==> src/rtl/mux4_scan_pkg.sv <==
// Shared types and select-order constants for the 4:1 scan serializer.
// Build option: MSB_FIRST_EN reverses the channel order (channel 3 first).
package mux4_scan_pkg;

    localparam int NCH   = 4;
    localparam int SEL_W = 2;

    typedef enum logic {IDLE, SEND} scan_state_t;

    // Stepping by 3 in 2-bit arithmetic is a decrement.
`ifdef MSB_FIRST_EN
    localparam logic [SEL_W-1:0] SEL_FIRST = 2'd3;
    localparam logic [SEL_W-1:0] SEL_LAST  = 2'd0;
    localparam logic [SEL_W-1:0] SEL_STEP  = 2'd3;
`else
    localparam logic [SEL_W-1:0] SEL_FIRST = 2'd0;
    localparam logic [SEL_W-1:0] SEL_LAST  = 2'd3;
    localparam logic [SEL_W-1:0] SEL_STEP  = 2'd1;
`endif

endpackage

==> src/rtl/mux4_bit.sv <==
// Combinational 4:1 bit multiplexer: y is the held bit picked by select s.
module mux4_bit
    import mux4_scan_pkg::*;
(
    input  logic [NCH-1:0]   hold,
    input  logic [SEL_W-1:0] s,
    output logic             y
);

    assign y = hold[s];

endmodule

==> src/rtl/mux4_scan_serializer.sv <==
// Captures a 4-bit word via valid/ready and emits it one bit per beat.
// Build option: MSB_FIRST_EN (channel 3 emitted first, reset select 2'b11).
module mux4_scan_serializer
    import mux4_scan_pkg::*;
(
    input  logic             clk,
    input  logic             rst,
    input  logic [NCH-1:0]   i,
    input  logic             i_valid,
    output logic             i_ready,
    output logic [SEL_W-1:0] s,
    output logic             y,
    output logic             y_valid,
    input  logic             y_ready,
    output logic             y_last
);

    generate
        if (NCH != 4 || SEL_W != $clog2(NCH)) begin : g_bad_cfg
            $error("mux4_scan_serializer supports exactly 4 channels with a 2-bit select");
        end
    endgenerate

    scan_state_t    state;
    logic [NCH-1:0] hold;

    // The LAST check comes before the step, so the select never wraps mid-word.
    always_ff @(posedge clk or posedge rst) begin
        if (rst) begin
            state   <= IDLE;
            hold    <= '0;
            s       <= SEL_FIRST;
            i_ready <= 1'b1;
            y_valid <= 1'b0;
        end else begin
            case (state)
                IDLE: begin
                    if (i_valid && i_ready) begin
                        hold    <= i;
                        s       <= SEL_FIRST;
                        state   <= SEND;
                        i_ready <= 1'b0;
                        y_valid <= 1'b1;
                    end
                end
                SEND: begin
                    if (y_valid && y_ready) begin
                        if (s == SEL_LAST) begin
                            s       <= SEL_FIRST;
                            state   <= IDLE;
                            i_ready <= 1'b1;
                            y_valid <= 1'b0;
                        end else begin
                            s <= s + SEL_STEP;
                        end
                    end
                end
            endcase
        end
    end

    assign y_last = y_valid && (s == SEL_LAST);

    mux4_bit u_mux (
        .hold (hold),
        .s    (s),
        .y    (y)
    );

endmodule

==> config.mk <==
export PLATFORM = sky130hd
export DESIGN_NAME = mux4_scan_serializer
export DESIGN_NICKNAME = d
export VERILOG_FILES = /design/src/rtl/mux4_scan_pkg.sv /design/src/rtl/mux4_bit.sv /design/src/rtl/mux4_scan_serializer.sv
export SDC_FILE = /design/constraint.sdc
export NUM_CORES = 1
export LEC_CHECK = 0
export CAP_MARGIN = 25
export CELL_PAD_IN_SITES_DETAIL_PLACEMENT = 1
export CELL_PAD_IN_SITES_GLOBAL_PLACEMENT = 1
export CORE_MARGIN = 2
export CORE_UTILIZATION = 30
export DETAILED_ROUTE_END_ITERATION = 8
export PLACE_DENSITY_LB_ADDON = 0.1
export SYNTH_ARGS = -nofsm -noshare
export SYNTH_HDL_FRONTEND = slang
export SYNTH_SLANG_ARGS = --single-unit
==> constraint.sdc <==
create_clock -name clk -period 1 [get_ports clk]
set_input_delay 0.2 -clock clk [delete_from_list [all_inputs] [get_ports clk]]
set_output_delay 0.2 -clock clk [all_outputs]
set_load 0.02 [all_outputs]
Yosys cells after proc, flatten, opt, wreduce, memory -nomap -nowiden
Index checks and enable logic that the tools add are counted.
{ "op_classes": {"n_reduce_logical": 6, "n_mul": 0, "bitwise_logic": 1, "eq_ne": 4, "n_lt_le_gt_ge": 1, "n_div": 0, "n_shift": 0, "n_addsub": 1, "mux": 18} }
{ "ops": {"columns": ["cell", "n"], "rows": [
  ["1-bit two-way mux", 10],
  ["2-bit two-way mux", 3],
  ["1-bit case mux with 2 select lines", 3],
  ["2-bit by 1-bit inequality test with 1-bit output (second input constant)", 2],
  ["2-bit case mux with 2 select lines", 1],
  ["2-bit AND reduction", 2],
  ["1-bit logical AND", 3],
  ["2-bit by 3-bit < comparator with 1-bit output (second input constant)", 1],
  ["3-bit AND reduction", 1],
  ["2-bit by 1-bit adder with 2-bit output (second input constant)", 1],
  ["1-bit binary-select mux with 2-bit select", 1],
  ["2-bit == test (second input constant)", 1],
  ["2-bit inequality test (second input constant)", 1],
  ["1-bit inverter", 1]
]} }
{ "word_totals": {"input_bits": 8, "ramBits": 0, "romBits": 0, "regBits": 9, "wordCells": 36, "mem_count": 0, "latchBits": 0} }

Logic depth before layout (Yosys ltp)
{ "logic_depth": {"depth_word": 4, "ltp_mapped": 4} }

Modules after synthesis
A second synthesis with hierarchy kept.
{ "hier_totals": {"hier_cells": 39, "area_unflattened_um2": 469.2} }
{ "by_module_without_submodules": {"columns": ["mod", "area_each_um2", "seq_area_each_um2", "n_inst", "cells_each"], "rows": [
  ["mux4_scan_serializer", 446.7, 226.5, 1, 38],
  ["mux4_bit", 22.5, 0.0, 1, 1]
]} }

Least setup slack after synthesis
No wires, ideal clock.
{ "synth_timing": {"path_kind": "flip-flop to output port", "start": "reg s[0]", "end": "out y", "path_slack_ns": -0.328, "t_arrival_ns": 1.128, "stages_incl_launch_ff": 2, "required_ns": 0.800, "path_cell_list": "dfrtp_1 mux4_2"} }
{ "synth_between": {"elab_chain_len": 2} }
{ "synth_rtl": {"columns": ["element", "line", "rtl"], "rows": [
  ["start, declared", "mux4_scan_serializer.sv:11", "output logic [SEL_W-1:0] s,"],
  ["start signal, assigned", "mux4_scan_serializer.sv:54", "s <= s + SEL_STEP;"],
  ["1-bit binary-select mux with 2-bit select", "mux4_bit.sv:10", "assign y = hold[s];"],
  ["1-bit two-way mux (not written as such)", "mux4_bit.sv:10", null],
  ["end, declared", "mux4_scan_serializer.sv:12", "output logic y,"]
]} }
No other way between the ends. The select of a mux whose other input is x is not followed.

Final worst setup path
Same ends and word-level chain as after synthesis.

==> metrics <==
Area contributors post-synth dfrtp_1 44%, mux2_4 13%, dfstp_2 5.7%, mux4_2 4.9%, nand3b_4 4.4%; Post-Synthesis Cells 37; Diodes inserted 0; # hold bufs at CTS 0; crit start category register; data required time at the worst endpoint 0.80 ns; Critical Setup Path Class reg -> out; CTS sink count 9; relative slew slack 75.1%; routability cong. between 0.7 and 0.8; DRC viols 0; CTS clk-pin slew, worst paths about 0.07 ns; simple-gate share of the synthesized area 11.7%; global route overflow 0; DR pass1 iterations 4; Worst Hold Class in -> async; flops & latches, synth 9; TritonCTS clock tree done; PD cells slightly below 900 nW/µm²; fin nets 78; Synth warnings 0; Max Fclk 666 MHz; ANT nets after route 0; initial antenna violation count 0; area share of the largest cell type after synthesis between 40% and 50%; cell area after layout slightly above 800 µm²; routed vias/inst ~4.7; vias ~400; clock root cell clkbuf_4; Total Wirelength 1.25 mm; die area roughly 1900 µm²; DIE WIDTH 43.1 µm; most frequent cells in the layout 10 x buf_6, 10 x buf_4, 6 x dfrtp_1, 6 x clkdlybuf4s50_1, 5 x inv_1; Post-DP Area ~680 µm²; global-route wire length before repair between 2 and 2.5 mm; syn_area_per_cell between 10 and 15 µm²; IO Count 14; Die Y 43.1 µm; Crit. End Element primary output; gr usage total between 10% and 20%; Seq/Total Area, Yosys between 40% and 50%; clock latency on the worst-skew pair around 0.26 ns; mux contribution to synthesized area roughly 18%; CTS Buf Count 3; Placement Rows 14; Post-Synth XOR/XNOR Area 0%; RSZ-0062 raised after global routing yes; Slew Viols, Final 0; Bufs on Longest Clock Path 2; 1st-iter DRT viols 1; CP max FO 3; synth-to-layout area growth 76.0%; outcome complete, but fails checks; PnR worst setup slack -0.501 ns; CP Data Arrival Time around 1.3 ns; Fin. Hold Viols 0; Worst VDD drop slightly below 0.9 mV; Synth Area in Adders 2.73%; violated checks setup timing; share of layout cells above drive strength 1 57.4%; Starting Density approximately 31%; complex-gate fraction of the synthesized area between 10% and 20%; WL/cell 14.9 µm; synthesized cell area 458 µm²; pin count of the biggest net entering global routing 10; largest family of logic cells by synthesized area multiplexers; worst r2r path cells 5; worst slew pin tran between 0.3 and 0.4 ns; HPWL after DPL 895 µm; total core area between 1000 and 1500 µm²; leakage between 0.4 and 0.5 nW; htree depth 1; vias in the first global route between 400 and 500; Yosys top cell by area dfrtp_1; IO buf count 13; Yosys cell types 18; Tmin final around 1.5 ns; Final Setup Violations 14; fin crit share 150%; Post-Synthesis Net Count between 40 and 50; skew final approximately 0.013 ns; Fin Hold WS between 0.2 and 0.25 ns; max_cap viols 0
## path summary, 6_finish.rpt
kind	startpoint	slack, ns	endpoint
max	s[0]	-0.50	y
min	rst	0.21	state
max reg2reg	s[0]	-0.25	s[0]
min reg2reg	hold[0]	0.53	hold[0]
max in group asynchronous	rst	0.47	i_ready
min in group clk	i_valid	0.39	i_ready
## power breakdown
part           leakage, nW  internal, W  switching (W)
combinational        0.292    0.0000301      0.0000225
sequential           0.106     0.000364              0
clock               0.0177     0.000147       0.000137
total                0.415     0.000541       0.000159
## critical path: stages (launching register included)
cell     delay, ns
dfrtp_2       0.39
mux4_2        0.50
buf_6         0.15
## synth_stat cells, drive strengths merged
| cell | count |
|---|---|
| a211oi | 1 |
| mux4 | 1 |
| nand2 | 3 |
| buf | 1 |
| a32oi | 1 |
| nor2 | 2 |
| mux2 | 4 |
| inv | 5 |
| and2 | 1 |
| ha | 1 |
| nor4b | 1 |
| o22ai | 1 |
| a21oi | 2 |
| a311o | 1 |
| nand3b | 1 |
| dfrtp | 8 |
| dfstp | 1 |
| o21ai | 2 |
## layer usage
layer	up-vias	GRT usage [%]	routed length, µm
met5	-	0	0
met1	192	18.0	493
met2	5	28.2	728
li1	195	-	-
met3	0	6.38	32
met4	0	3.64	0
## repair_timing
item,in CTS,in global routing
hold endpoints to repair,0,0
pin swaps,4,2
setup endpoints to repair,13,15
resized for setup,41,6
setup buffers,5,1
## flip-flops by register name, summed over array words and instances, names as in the netlist
| signal | cells |
|---|---|
| i_ready | 1 |
| hold | 4 |
| state | 1 |
| y_valid | 1 |
| s | 2 |
## cells by family (layout without fill, tap and decap cells)
logic type                 count (synthesis)  in the layout
buffers and inverters                      6             37
AOI/OAI and AO/OA                          8              8
DFF                                        9              9
and+or+nand+nor                            8              8
muxes                                      5              5
adders and majority gates                  1              1
## metrics by stage
stage	setup TNS [ns]	cells	util [%]	setup WS, ns	power (W)
floorplan	-1.30	37	-	-0.239	0.000380
global placement	-4.86	75	46.1	-0.610	0.000419
detailed placement	-5.23	75	46.1	-0.623	0.000421
CTS	-3.01	84	53.9	-0.515	0.000715
global route	-3.61	84	54.8	-0.546	0.000736
finish	-3.00	84	54.8	-0.501	0.000701
## final cells by class
cell class / count / area [µm²]
repair buffers: 28 / 269
inverters: 5 / 18.8
flip-flops and latches: 9 / 229
clock inverters: 1 / 5.00
well taps: 16 / 20.0
clock buffers: 3 / 22.5
multi-input cells: 22 / 241
fillers: 161 / 666
Power figures use the tool's default switching activity.
